## config.mk

```make
export PLATFORM = sky130hd
export DESIGN_NAME = obj_pixel_fetcher_flat
export DESIGN_NICKNAME = d
export VERILOG_FILES = /design/src/rtl/obj_pixel_fetcher_if.sv /design/src/rtl/obj_pixel_fetcher.sv /design/src/flat_wrapper.sv
export SDC_FILE = /design/constraint.sdc
export NUM_CORES = 1
export LEC_CHECK = 0
export ABC_AREA = 1
export ABC_CLOCK_PERIOD_IN_PS = 2300
export BUFFER_PORTS_ARGS = -buffer_cell sky130_fd_sc_hd__buf_4
export CORE_ASPECT_RATIO = 0.5
export CORE_MARGIN = 2
export CORE_UTILIZATION = 56
export DETAILED_ROUTE_END_ITERATION = 12
export GPL_TIMING_DRIVEN = 0
export PLACE_DENSITY = 0.8
export SYNTH_ARGS = -nofsm -noshare
export SYNTH_HDL_FRONTEND = slang
export SYNTH_SLANG_ARGS = --single-unit
```

## constraint.sdc

```tcl
create_clock -name clk -period 2.3 [get_ports clk]
set_input_delay 0.115 -clock clk [delete_from_list [all_inputs] [get_ports clk]]
set_output_delay 0.115 -clock clk [all_outputs]
set_load 0.02 [all_outputs]
```

## src/rtl/obj_pixel_fetcher_if.sv

```systemverilog
`default_nettype none
// +----------------------------------------------------------------------+
// | obj_pixel_fetcher_if : evaluator request and VRAM read bus           |
// | Rev 1.0                                                              |
// +----------------------------------------------------------------------+
interface obj_pixel_fetcher_if;
   logic        sprite_fetch;
   logic [10:0] sprite_addr;
   logic [7:0]  sprite_attr;
   logic [3:0]  sprite_index;
   logic        sprite_fetch_done;
   logic        vram_rd;
   logic [11:0] vram_addr;
   logic        vram_bank;
   logic [7:0]  vram_data;

   modport master (
      output sprite_fetch, sprite_addr, sprite_attr, sprite_index, vram_data,
      input  sprite_fetch_done, vram_rd, vram_addr, vram_bank
   );

   modport slave (
      input  sprite_fetch, sprite_addr, sprite_attr, sprite_index, vram_data,
      output sprite_fetch_done, vram_rd, vram_addr, vram_bank
   );
endinterface
`default_nettype wire

```

## src/rtl/obj_pixel_fetcher.sv

```systemverilog
`default_nettype none
// +----------------------------------------------------------------------+
// | obj_pixel_fetcher : fetches sprite tile planes and merges them into  |
// | an 8-slot object pixel FIFO. Option macro: OBJ_PIX_INDEX_EN.         |
// | Rev 1.0                                                              |
// +----------------------------------------------------------------------+
module obj_pixel_fetcher #(
   parameter int VRAM_LAT = 1
) (
   input  logic               clk,
   input  logic               reset_n,
   input  logic               ce,
   input  logic               isGBC,
   input  logic               lcd_on,
   input  logic               line_start,
   obj_pixel_fetcher_if.slave bus,
   input  logic               pix_shift,
   output logic               busy,
   output logic [1:0]         pix_color,
   output logic [2:0]         pix_pal,
   output logic               pix_prio
`ifdef OBJ_PIX_INDEX_EN
   ,
   output logic [3:0]         pix_index
`endif
);

   localparam int c_SLOTS = 8;

   typedef enum logic [3:0] {
      IDLE  = 4'd0,
      ATTR0 = 4'd1,
      ATTR1 = 4'd2,
      RD_LO = 4'd3,
      WT_LO = 4'd4,
      RD_HI = 4'd5,
      WT_HI = 4'd6,
      MERGE = 4'd7,
      DONE  = 4'd8
   } state_t;

   state_t     r_state;
   state_t     w_state_nxt;
   logic [7:0] r_lo;
   logic [1:0] r_col  [c_SLOTS];
   logic [2:0] r_pal  [c_SLOTS];
   logic       r_prio [c_SLOTS];
`ifdef OBJ_PIX_INDEX_EN
   logic [3:0] r_idx  [c_SLOTS];
`endif
   logic [1:0] w_new_col [c_SLOTS];
   logic [2:0] w_new_pal;
   logic       w_clear;
   logic       w_unused;

   // lcd_on=0 and line_start both act as a full soft clear and outrank the FSM
   assign w_clear   = ~reset_n | (ce & (~lcd_on | line_start));
   assign w_new_pal = isGBC ? bus.sprite_attr[2:0] : {2'b00, bus.sprite_attr[4]};

   genvar g;
   generate
      for (g = 0; g < c_SLOTS; g++) begin : g_merge
         assign w_new_col[g] = bus.sprite_attr[5] ? {bus.vram_data[g],     r_lo[g]}
                                                  : {bus.vram_data[7 - g], r_lo[7 - g]};
      end
   endgenerate

   always_comb begin
      w_state_nxt           = r_state;
      bus.vram_rd           = 1'b0;
      bus.vram_addr         = '0;
      bus.vram_bank         = 1'b0;
      bus.sprite_fetch_done = 1'b0;
      case (r_state)
         IDLE:  if (bus.sprite_fetch) w_state_nxt = ATTR0;
         ATTR0: w_state_nxt = ATTR1;
         ATTR1: w_state_nxt = RD_LO;
         RD_LO: begin
            bus.vram_rd   = 1'b1;
            bus.vram_addr = {bus.sprite_addr, 1'b0};
            bus.vram_bank = isGBC & bus.sprite_attr[3];
            w_state_nxt   = (VRAM_LAT == 2) ? WT_LO : RD_HI;
         end
         WT_LO: w_state_nxt = RD_HI;
         RD_HI: begin
            bus.vram_rd   = 1'b1;
            bus.vram_addr = {bus.sprite_addr, 1'b1};
            bus.vram_bank = isGBC & bus.sprite_attr[3];
            w_state_nxt   = (VRAM_LAT == 2) ? WT_HI : MERGE;
         end
         WT_HI: w_state_nxt = MERGE;
         MERGE: w_state_nxt = DONE;
         DONE: begin
            bus.sprite_fetch_done = 1'b1;
            w_state_nxt           = IDLE;
         end
         default: w_state_nxt = IDLE;
      endcase
      // Request withdrawn before the merge: drop the sprite silently
      if ((r_state inside {ATTR0, ATTR1, RD_LO, WT_LO, RD_HI, WT_HI}) && !bus.sprite_fetch)
         w_state_nxt = IDLE;
   end

   always_ff @(posedge clk) begin
      if (w_clear) begin
         r_state <= IDLE;
         r_lo    <= '0;
         for (int k = 0; k < c_SLOTS; k++) begin
            r_col[k]  <= '0;
            r_pal[k]  <= '0;
            r_prio[k] <= 1'b0;
`ifdef OBJ_PIX_INDEX_EN
            r_idx[k]  <= '0;
`endif
         end
      end else if (ce) begin
         r_state <= w_state_nxt;
         if (r_state == RD_HI)
            r_lo <= bus.vram_data;
         if (r_state == MERGE) begin
            // Only empty slots take new pixels, so earlier-fetched sprites win
            for (int k = 0; k < c_SLOTS; k++) begin
               if (r_col[k] == 2'b00 && w_new_col[k] != 2'b00) begin
                  r_col[k]  <= w_new_col[k];
                  r_pal[k]  <= w_new_pal;
                  r_prio[k] <= bus.sprite_attr[7];
`ifdef OBJ_PIX_INDEX_EN
                  r_idx[k]  <= bus.sprite_index;
`endif
               end
            end
         end else if (pix_shift && r_state == IDLE) begin
            for (int k = 0; k < c_SLOTS - 1; k++) begin
               r_col[k]  <= r_col[k + 1];
               r_pal[k]  <= r_pal[k + 1];
               r_prio[k] <= r_prio[k + 1];
`ifdef OBJ_PIX_INDEX_EN
               r_idx[k]  <= r_idx[k + 1];
`endif
            end
            r_col[c_SLOTS - 1]  <= '0;
            r_pal[c_SLOTS - 1]  <= '0;
            r_prio[c_SLOTS - 1] <= 1'b0;
`ifdef OBJ_PIX_INDEX_EN
            r_idx[c_SLOTS - 1]  <= '0;
`endif
         end
      end
   end

   assign busy      = (r_state != IDLE);
   assign pix_color = r_col[0];
   assign pix_pal   = r_pal[0];
   assign pix_prio  = r_prio[0];

`ifdef OBJ_PIX_INDEX_EN
   assign pix_index = (r_col[0] != 2'b00) ? r_idx[0] : 4'd0;
   assign w_unused  = bus.sprite_attr[6];
`else
   assign w_unused  = ^{bus.sprite_attr[6], bus.sprite_index};
`endif

endmodule
`default_nettype wire

```

## src/flat_wrapper.sv

```systemverilog
// flat-port wrapper written by rule: the top's interface ports become plain ports
module obj_pixel_fetcher_flat 
#(
   parameter int VRAM_LAT = 1
)
  (clk, reset_n, ce, isGBC, lcd_on, line_start, pix_shift, busy, pix_color, pix_pal, pix_prio, bus_sprite_fetch, bus_sprite_addr, bus_sprite_attr, bus_sprite_index, bus_vram_data, bus_sprite_fetch_done, bus_vram_rd, bus_vram_addr, bus_vram_bank);
  obj_pixel_fetcher_if bus_i ();
  input  logic clk;
  input  logic reset_n;
  input  logic ce;
  input  logic isGBC;
  input  logic lcd_on;
  input  logic line_start;
  input  logic pix_shift;
  output logic busy;
  output logic [1:0] pix_color;
  output logic [2:0] pix_pal;
  output logic pix_prio;
  input wire logic [$bits(bus_i.sprite_fetch)-1:0] bus_sprite_fetch;
  input wire logic [$bits(bus_i.sprite_addr)-1:0] bus_sprite_addr;
  input wire logic [$bits(bus_i.sprite_attr)-1:0] bus_sprite_attr;
  input wire logic [$bits(bus_i.sprite_index)-1:0] bus_sprite_index;
  input wire logic [$bits(bus_i.vram_data)-1:0] bus_vram_data;
  output wire logic [$bits(bus_i.sprite_fetch_done)-1:0] bus_sprite_fetch_done;
  output wire logic [$bits(bus_i.vram_rd)-1:0] bus_vram_rd;
  output wire logic [$bits(bus_i.vram_addr)-1:0] bus_vram_addr;
  output wire logic [$bits(bus_i.vram_bank)-1:0] bus_vram_bank;
  assign bus_i.sprite_fetch = bus_sprite_fetch;
  assign bus_i.sprite_addr = bus_sprite_addr;
  assign bus_i.sprite_attr = bus_sprite_attr;
  assign bus_i.sprite_index = bus_sprite_index;
  assign bus_i.vram_data = bus_vram_data;
  assign bus_sprite_fetch_done = bus_i.sprite_fetch_done;
  assign bus_vram_rd = bus_i.vram_rd;
  assign bus_vram_addr = bus_i.vram_addr;
  assign bus_vram_bank = bus_i.vram_bank;
  obj_pixel_fetcher #(.VRAM_LAT(VRAM_LAT)) u_core (.clk(clk), .reset_n(reset_n), .ce(ce), .isGBC(isGBC), .lcd_on(lcd_on), .line_start(line_start), .bus(bus_i), .pix_shift(pix_shift), .busy(busy), .pix_color(pix_color), .pix_pal(pix_pal), .pix_prio(pix_prio));
endmodule
```

# After elaboration in Yosys (flattened, before gate mapping)
# Memories as Yosys holds them, arrays and structs flattened.
# Cells that the tools add are included.
[classes]
n_eq_ne = 9
bitwise_logic = 54
mux = 111
n_reduce_logical = 35
[op_table]
columns = ["cell", "n"]
rows = [
  ["two-way mux 1 bit", 66],
  ["two-way mux 3 bit", 17],
  ["OR 1 bit", 50],
  ["two-way mux 2 bit", 24],
  ["one-hot mux 12 bit (2 select lines)", 1],
  ["one-hot mux 4 bit (6 select lines)", 1],
  ["equality test 4 x 3 -> 1 bit, second input constant", 4],
  ["zero test 2 bit", 8],
  ["nonzero test 2 bit", 8],
  ["logical AND 1 bit", 10],
  ["equality test 4 x 2 -> 1 bit, second input constant", 2],
  ["two-way mux 4 bit", 2],
  ["nonzero test 6 bit", 1],
  ["OR reduction 2 bit", 3],
  ["equality test 4 x 1 -> 1 bit, second input constant", 1],
  ["equality test 4 bit, second input constant", 1],
  ["zero test 4 bit", 1],
  ["AND reduction 2 bit", 2],
  ["nonzero test 4 bit", 1],
  ["!= test 3 x 2 -> 1 bit, second input constant", 1],
  ["AND 1 bit", 2],
  ["inverter 1 bit", 2],
  ["zero test 1 bit", 1],
]
[totals]
inputBits = 39
output_inout_bits = 22
register_bits = 12
memories = 3
ramBits = 48
[memory_table]
columns = ["name", "depth", "width", "read_ports", "rd_ports_with_merged_regs", "wr", "line_no", "text"]
rows = [
  ["u_core.r_pal", 8, 3, 8, 0, 8, "obj_pixel_fetcher.sv:46", "logic [2:0] r_pal [c_SLOTS];"],
  ["u_core.r_col", 8, 2, 8, 0, 8, "obj_pixel_fetcher.sv:45", "logic [1:0] r_col [c_SLOTS];"],
  ["u_core.r_prio", 8, 1, 8, 0, 8, "obj_pixel_fetcher.sv:47", "logic r_prio [c_SLOTS];"],
]

# Logic depth before layout (Yosys ltp)
# Gate-level depths: netlist of run 1.
[depth]
depth_word = 10
ltp_mapped = 10
mapped_depth_nobuf = 9

# Least setup slack after synthesis of run 1
# Ideal clock, no wire load.
[synth_path]
path_type = "register to register"
start = "reg u_core.r_state[2]"
end = "mem u_core.r_col[4][0], in the netlist u_core.r_col[0][8], enable pin"
stages_incl_launch_ff = 7
t_required_ns = 1.923
slack_ns = 0.583
period_less_slack_ns = 1.717
t_arrival_ns = 1.340
path_cell_list = "dfxtp_1 inv_1 nor2_2 nand2_2 inv_1 nand2_1 o21ai_0"
[synth_lines]
columns = ["item", "line_no", "text"]
rows = [
  ["start, declared", "obj_pixel_fetcher.sv:42", "state_t r_state;"],
  ["start signal, assigned", "obj_pixel_fetcher.sv:117", "r_state <= w_state_nxt;"],
  ["end, declared", "obj_pixel_fetcher.sv:45", ""],
]

==> results.md, run 1 <==
* Status: complete, no violations
* Detailed-placement wirelength estimate at about 5.9 mm
* Crit-path cells: inv_1 -> nor2_2 -> nand2_2 -> inv_1 -> nand2_1 -> o21ai_0
* Final setup TNS at 0 ns
* Fmax at around 470 MHz
* Worst r2r path cells at 6
* Synthesized instance count at 466
* RR Endpoint: u_core.r_col[0][8]
* ANT nets after route at 0
* Largest net degree at the start of global routing at 13
* Gate family responsible for the most delay along the worst path: compound AO/OA/AOI/OAI gates
* Initial DRC count at approximately 290
* Core area at between 6000 and 7000 um^2
* Seq/Total Area, Yosys at ~46%
* Most common cell on crit path: inv_1
* IO Port Bufs at 53
* Share of the synthesized area in the top cell type at a little over a third
* Post-route DRC at 0
* Top-level I/O count at between 60 and 70
* Ys flop type: edfxtp_1
* Post-cts sizing count at 0
* First-pass GRT wire length at 12.7 mm
* Worst Clk Skew at 0.00692 ns
* Syn Area/Cell at ~7.5 um^2
* Syn Nets at 505
* Fin crit share at 92.1%
* Most frequent cells in the layout: 175 x nand2_1, 77 x inv_1, 60 x buf_4, 42 x edfxtp_1, 41 x nor2_1
* Number of global-route vias before repair at 2800
* Relative slew slack at between 40 and 50%
* First-pass DRT Iterations at 6
* Initial antenna violation count at 0
* CP Class: reg -> reg
* TritonCTS clock tree: done
* Mapped cell area at about 3500 um^2
* R2R Setup Slk at between 0.15 and 0.2 ns
* Hold_sp: bus_sprite_fetch
* Via density at about 5
* Gr usage total at about a quarter
* Worst EP required at between 2 and 2.5 ns
* DIE WIDTH at 116 um
* Commonest non-fill, non-tap cell in the layout: nand2_1
* RSZ-0062 raised after global routing: false
* Final setup fails at 0
* Max VDD drop at about 0.36 mV
* Avg WL per Cell at ~13 um
* #FFs+latches synth at 60
* YS warnings at 0
* Total clock buffers created by CTS at 9
* Area growth syn-to-layout at 23.2%
* Routability cong. at a little under 0.9
* Die ar. at 6930 um^2
* Crit path time final at 2.12 ns
* Die H at 59.9 um
* Row count at 20
* Yosys cell types at 31
* Slowest stage cell, crit path: o21ai_0
* Largest stage delay on the critical path at 0.64 ns
* H-tree depth at 3
* Antenna fix cells at 0
* Hold Path Depth at 3
* Gr ovfl total at 0
* Post-CTS Setup Inserts at 0
* Synth area leaders: edfxtp_1 36%, nand2_1 19%, dfxtp_1 10%, inv_1 8.3%, nor2_1 4.4%
* Vias at between 3000 and 4000
* Buffers and inverters on the worst path at 2
* Fin. Hold Viols at 0
* Ys async rst share at 0%
* Fin worst setup slack at 0.181 ns
* Hold_buf cts at 0
* FF-to-FF Start: u_core.r_state[2]
* CTS Buffer Depth at 2
* Worst-path clk slew at approximately 0.050 ns
* Power per cell area at between 600 and 700 nW/um^2
* Starting Density at between 50% and 60%
* Nets@finish at roughly 570
* CTS Sinks at 60
* Worst slew pin tran at 0.803 ns
* Leakage at 0.00226 uW
* Max_cap viols at 0
* Largest area contributor in the netlist: edfxtp_1
* Final WL at approximately 8.0 mm
* Setup crit end kind: flop
* Dpl ws at 0.191 ns
* Slew Viols, Final at 0
* Number of enable flip-flop cells after synthesis at 42
* CTS root buf: clkbuf_16
* Share of layout cells above drive strength 1 at a little over a fifth
* Clock Latency Late Sink at 0.33 ns
* Crit-path max FO at 7
* CP startpoint kind: flop
* Worst Path Arrival at between 2 and 2.5 ns
* Hold Crit Endpoint: u_core.r_state[2]
* Min-Delay Path Class: in -> reg
-- kinds of logic after synthesis --
kind of cell / count (synthesis) / synth area share (%)
compound gates: 58 / 9.34
buf+inv: 98 / 12.7
flops: 60 / 46.4
simple gates: 250 / 31.5
-- per-layer routing --
layer | wire, um | GRT usage [%]
met5 | 0 | 0
met4 | 106 | 6.12
met3 | 758 | 7.40
met2 | 3550 | 40.9
met1 | 3570 | 32.0
-- synth_stat cells, types with 5 or more instances --
| library cell | count |
|---|---|
| nand2_1 | 175 |
| buf_6 | 6 |
| nand3_1 | 5 |
| dfxtp_1 | 18 |
| nor2_1 | 41 |
| nor2_4 | 5 |
| nand2_4 | 5 |
| inv_1 | 77 |
| buf_4 | 7 |
| o21bai_1 | 6 |
| edfxtp_1 | 42 |
| o22ai_1 | 5 |
| o21ai_0 | 30 |
| a21oi_1 | 11 |
-- how the worst max path moves through the flow --
stage | from | endpoint | slack [ns] | cells after the start
after floorplan | u_core.r_state[2] | u_core.r_col[0][8] | 0.58 | 6
after global placement | u_core.r_state[2] | u_core.r_pal[0][14] | 0.26 | 6
after detailed placement | u_core.r_state[2] | u_core.r_pal[0][14] | 0.19 | 6
after CTS | u_core.r_state[2] | u_core.r_col[0][8] | 0.19 | 6
after global routing | u_core.r_state[2] | u_core.r_pal[0][13] | 0.03 | 6
final | u_core.r_state[2] | u_core.r_col[0][8] | 0.18 | 6
-- flip-flops by register name (all words and copies together) (netlist names) --
| name | count |
|---|---|
| u_core.r_prio | 8 |
| u_core.r_state | 4 |
| u_core.r_lo | 8 |
| u_core.r_col | 16 |
| u_core.r_pal | 24 |
-- stage by stage --
step | hold slack [ns] | cells | util (%) | total power (uW) | cell area (um^2)
after global routing | 0.0938 | 623 | 71.1 | 3090 | 4300
final | 0.0537 | 623 | 71.1 | 2990 | 4300
after global placement | 0.380 | 607 | 66.1 | 1640 | 4000
after CTS | 0.0497 | 623 | 71.1 | 2990 | 4300
after floorplan | 0.260 | 466 | - | 1510 | 3490
after detailed placement | 0.389 | 607 | 66.1 | 1650 | 4000
-- cell type report --
cell class              instances  area (um^2)
fillers                       514         1750
flip-flops and latches         60         1620
multi-input cells             308         1430
repair buffers                 53          398
inverters                      79          297
clock buffers                   9          225
plain buffers                  19          149
well taps                      88          110
clock inverters                 7         76.3
-- worst reg2reg max path, stage by stage (launching register included) --
cell	delay, ns
dfxtp_1	0.41
inv_1	0.09
nor2_2	0.13
nand2_2	0.16
inv_1	0.22
nand2_1	0.10
o21ai_0	0.64
-- power by group --
part | internal [uW] | switching [uW] | total [uW]
clock | 842 | 511 | 1350
combinational | 146 | 236 | 383
sequential | 1220 | 25.6 | 1250
(Power assumes the default switching activity.)
==> inputs of run 2 (changes only) <==
Settings changed: CELL_PAD_IN_SITES_DETAIL_PLACEMENT set to 2, CELL_PAD_IN_SITES_GLOBAL_PLACEMENT set to 2, CORE_UTILIZATION 56 to 32, PLACE_DENSITY 0.8 to not set, PLACE_DENSITY_LB_ADDON set to 0.1.
==> results.md, run 2 (same netlist as run 1, synthesis figures left out) <==
* Worst Path Arrival at 1.93 ns
* CP Class: reg -> reg
* Worst Clk Skew at 0.00599 ns
* ANT nets after route at 0
* CP Launch Point: u_core.r_state[0]
* Status: complete, no violations
* First-pass DRT Iterations at 4
* Core area at roughly 10000 um^2
* Largest net degree at the start of global routing at 12
* Final setup fails at 0
* CP startpoint kind: flop
* Fin. Hold Viols at 0
* Fin worst setup slack at around 0.34 ns
* Number of global-route vias before repair at approximately 3400
* Biggest regs: u_core.r_pal x24, u_core.r_col x16
* Final WL at approximately 11 mm
* RR Endpoint: u_core.r_pal[0][14]
* Worst r2r path cells at 6
* Crit path time final at just under 2 ns
* Setup crit end kind: flop
* Die H at just under 80 um
* Initial DRC count at roughly 110
* Fin crit share at a little under nine tenths
* Leakage at approximately 0.0023 uW
* CTS Buffer Depth at 2
* Share of layout cells above drive strength 1 at between 20% and 30%
* Area growth syn-to-layout at 24.7%
* Initial antenna violation count at 0
* Die ar. at roughly 12000 um^2
* Final setup TNS at 0 ns
* Gr ovfl total at 0
* Routability cong. at approximately 0.77
* Avg WL per Cell at 15.8 um
* IO Port Bufs at 53
* R2R Setup Slk at roughly 0.34 ns
* Antenna fix cells at 0
* Final instance area at 4360 um^2
* Via density at approximately 4.7
* First-pass GRT wire length at approximately 17 mm
* DIE WIDTH at roughly 150 um
* Slew Viols, Final at 0
* Starting Density at about 34%
* Power Total at around 3000 uW
* Relative slew slack at between 40 and 50%
* Vias at approximately 3200
* Fmax at 509 MHz
* Min-Delay Path Class: in -> reg
* Placed Area at a little over 4000 um^2
* Row count at 26
* Post-route DRC at 0
* CTS Sinks at 60
* Total clock buffers created by CTS at 9
* Worst EP required at roughly 2.3 ns
* Dpl ws at 0.0767 ns
* Gr usage total at 19.5%
* Largest register by flop count: u_core.r_pal
* FF-to-FF Start: u_core.r_state[0]
* Commonest non-fill, non-tap cell in the layout: nand2_1
* H-tree depth at 3
* Detailed-placement wirelength estimate at around 8.6 mm
* Worst-path clk slew at 0.05 ns
* Hold_buf cts at 0
* Worst slew pin tran at between 0.8 and 0.9 ns
* Crit-path max FO at 7
* Top-level I/O count at 61
* CTS root buf: clkbuf_16
* Fill count at roughly 1200
* Min Hold Slack at 0.0454 ns
* Power per cell area at 685 nW/um^2
* Clock Latency Late Sink at 0.33 ns
* TritonCTS clock tree: done
* Max reg flops at 24
* Nets@finish at 569
* Most frequent cells in the layout: 175 x nand2_1, 77 x inv_1, 60 x buf_4, 42 x edfxtp_1, 41 x nor2_1
* Crit path to: u_core.r_pal[0][14]
* RSZ-0062 raised after global routing: false
* Max VDD drop at just over 0.4 mV
* Max_cap viols at 0
==> run 2: metal layers <==
metal  vias up  GRT usage (%)  wire, um
met3         8           4.88       513
li1       1566              -         -
met5         -              0         0
met4         0           3.61        68
met2        55           32.7      4970
met1      1528           25.8      5120
==> run 2: per-stage QoR <==
step                      instances  util (%)
final                           675      41.9
after global routing            675      41.9
after CTS                       675      41.9
after detailed placement        659      39.1
after global placement          659      39.1
after floorplan                 466         -
==> run 2: cell type report <==
| class | count | area (um^2) | share of cell area [%] |
|---|---|---|---|
| plain buffers | 19 | 149 | 3.42 |
| flip-flops and latches | 60 | 1620 | 37.2 |
| repair buffers | 53 | 398 | 9.13 |
| well taps | 140 | 175 | 4.02 |
| clock inverters | 7 | 65.1 | 1.49 |
| multi-input cells | 308 | 1430 | 32.8 |
| inverters | 79 | 297 | 6.80 |
| clock buffers | 9 | 225 | 5.17 |
==> run 2: how the worst min path moves through the flow <==
stage                           from           endpoint  slack (ns)  depth (start not counted)
floorplan           bus_sprite_fetch  u_core.r_state[2]        0.26                          2
global placement    bus_sprite_fetch  u_core.r_state[2]        0.38                          3
detailed placement  bus_sprite_fetch  u_core.r_state[2]        0.39                          3
CTS                 bus_sprite_fetch  u_core.r_state[2]        0.04                          3
global route        bus_sprite_fetch  u_core.r_state[2]        0.06                          3
finish              bus_sprite_fetch  u_core.r_state[2]        0.05                          3
==> run 2: report_power, final <==
group | internal [uW] | leakage (uW) | switching [uW]
Combinational | 146 | 0.00151 | 255
Clock | 832 | 0.000146 | 501
Sequential | 1220 | 0.000611 | 27.2
Total | 2200 | 0.00227 | 783
==> run 2: worst max-delay path, cell delays in order, from the launching register on <==
cell,delay [ns]
dfxtp_1,0.40
nand2_1,0.13
inv_2,0.10
nand2_2,0.15
inv_1,0.23
nand2_1,0.10
o21ai_1,0.47
==> run 2: what timing repair did <==
action                     CTS  global route
setup endpoints to repair    0             6
resized for setup            0             1
buffers inserted             0             0
==> inputs of run 3 (changes only) <==
Settings changed: ABC_AREA 1 to not set, ABC_CLOCK_PERIOD_IN_PS 2300 to 2500, CORE_UTILIZATION 32 to 38, SETUP_SLACK_MARGIN set to 0.02.
Clock period 2.3 ns to 2.5 ns, I/O delays scaled along.
==> results.md, run 3 <==
* Status: complete, no violations
* Max reg flops at 24
* Largest area contributor in the netlist: edfxtp_1
* Yosys cell types at 48
* Util after Layout at slightly below 50%
* Top-level I/O count at 61
* Fin. Hold Viols at 0
* Synth top cells by count: 50 x nand2_1, 42 x edfxtp_1, 39 x nor2_1
* Post-route DRC at 0
* Final setup fails at 0
* Hold Path Depth at 3
* First-pass DRT Iterations at 4
* Biggest regs: u_core.r_pal x24, u_core.r_col x16
* Worst EP required at roughly 2.5 ns
* Max VDD drop at 0.318 mV
* CP Class: reg -> reg
* Share of the synthesized area in the top cell type at roughly two fifths
* Fill count at 940
* Leakage at between 0.0015 and 0.002 uW
* Routability cong. at ~0.79
* Worst slew pin tran at about 1.1 ns
* Crit-path max FO at 8
* Worst r2r path cells at 5
* Fin crit share at a little over 90%
* Core area at between 8000 and 9000 um^2
* Worst Clk Skew at roughly 0.0099 ns
* Largest stage delay on the critical path at ~0.48 ns
* Placed Area at 3870 um^2
* Crit-path cells: buf_2 -> nand4b_1 -> nor2_1 -> nand3_1 -> nand2_1
* IO Port Bufs at 55
* Die H at between 70 and 80 um
* Most frequent cells in the layout: 63 x buf_4, 50 x nand2_1, 42 x edfxtp_1, 39 x nor2_1, 28 x o21ai_0
* Share of layout cells above drive strength 1 at between 20% and 30%
* Nets@finish at roughly 440
* Gr ovfl total at 0
* Seq/Total Area, Yosys at between 40% and 50%
* Initial antenna violation count at 0
* H-tree depth at 3
* ANT nets after route at 0
* Power per cell area at ~640 nW/um^2
* Largest net degree at the start of global routing at 13
* Total clock buffers created by CTS at 9
* Fmax at about 430 MHz
* R2R Setup Slk at between 0.15 and 0.2 ns
* Mapped cell area at about 3300 um^2
* Grt met2 use at between 40 and 50%
* Via density at roughly 5.6
* Synthesized instance count at 330
* Setup crit end kind: flop
* TritonCTS clock tree: done
* Slew Viols, Final at 0
* Relative slew slack at between 20% and 30%
* Initial DRC count at about 160
* Ys async rst share at 0%
* RSZ-0062 raised after global routing: false
* Most common cell in the synthesized netlist: nand2_1
* Crit path time final at 2.31 ns
* CP startpoint kind: flop
* YS warnings at 0
* CTS Buffer Depth at 2
* First-pass GRT wire length at about 17 mm
* Syn Nets at around 370
* Starting Density at between 30 and 40%
* M1 GR Usage at between 30% and 40%
* Clock Latency Late Sink at about 0.34 ns
* Most used routing layer: met2
* Min Hold Slack at between 0.05 and 0.06 ns
* Dpl ws at -0.292 ns
* Met3 usage at between 6 and 7%
* Ys flop type: edfxtp_1
* Area growth syn-to-layout at 26.2%
* Number of enable flip-flop cells after synthesis at 42
* DIE WIDTH at approximately 140 um
* Slowest stage cell, crit path: nor2_1
* Row count at 24
* Gr usage total at between 20% and 30%
* Fin worst setup slack at 0.187 ns
* Detailed-placement wirelength estimate at about 8.3 mm
* Avg WL per Cell at roughly 21 um
* CTS root buf: clkbuf_16
* Largest register by flop count: u_core.r_pal
* Antenna fix cells at 0
* Worst Path Arrival at between 2 and 2.5 ns
* Worst-path clk slew at about 0.060 ns
* Number of global-route vias before repair at between 3000 and 4000
* #FFs+latches synth at 60
* Final WL at between 10 and 15 mm
* Final instance area at around 4200 um^2
* Syn Area/Cell at between 10 and 15 um^2
* Min-Delay Path Class: in -> reg
* Synth area leaders: edfxtp_1 38%, dfxtp_1 11%, mux2i_1 7.6%, nand2_1 5.7%, nor2_1 4.4%
* Vias at between 2000 and 3000
* Max_cap viols at 0
* CTS Sinks at 60
* Commonest non-fill, non-tap cell in the layout: buf_4
* Die ar. at approximately 9500 um^2
* Power Total at roughly 2700 uW
## run 3: path summary, 6_finish.rpt
check                        end           startpoint
max             u_core.r_prio[0]    u_core.r_state[2]
min             u_core.r_prio[7]   bus_sprite_attr[7]
max reg2reg     u_core.r_prio[0]    u_core.r_state[2]
min reg2reg  u_core.r_pal[0][23]  u_core.r_pal[0][23]
## run 3: logic make-up after synthesis
kind of cell	synth area share, %
AND/OR/NAND/NOR	21.2
XOR/XNOR	0.264
AO/OA/AOI/OAI	17.0
multiplexers	7.89
flip-flops	48.9
buffers and inverters	4.68
## run 3: power by group
group	switching [uW]	leakage (uW)	internal, uW	total (uW)
sequential	22.2	0.000613	1120	1140
clock	482	0.000138	774	1260
combinational	176	0.000888	102	278
total	680	0.00164	1990	2670
## run 3: routing by layer
layer	share of wire, %	vias up
met4	0.97	0
met5	0	-
met3	6.1	12
li1	-	1338
met1	45	1434
met2	48	100
## run 3: layout make-up
class                           count  area (um^2)  area share, %
Sequential cell                    60         1620           38.8
Multi-Input combinational cell    244         1540           36.9
Timing Repair Buffer               55          413           9.87
Clock buffer                        9          225           5.39
Tap cell                          117          146           3.50
Buffer                             22          141           3.38
Clock inverter                      7         75.1           1.80
Inverter                            4         15.0          0.359
## run 3: timing repair
item,in CTS,in global routing
hold buffers,0,0
gates cloned,0,0
buffers inserted,0,0
endpoints found under the setup margin,6,20
resized for setup,1,2
## run 3: critical path, delay by kind of cell (launching register included)
kind	cells	cell delay (ns)
simple gates	4	1.45
flops	1	0.30
buf+inv	1	0.24
## run 3: per-stage QoR
| step | cells | setup TNS (ns) |
|---|---|---|
| 3_5_place_dp | 502 | -1.75 |
| 2_1_floorplan | 330 | 0 |
| 5_1_grt | 518 | 0 |
| 4_1_cts | 518 | 0 |
| 3_3_place_gp | 502 | -0.655 |
| 6_report | 518 | 0 |
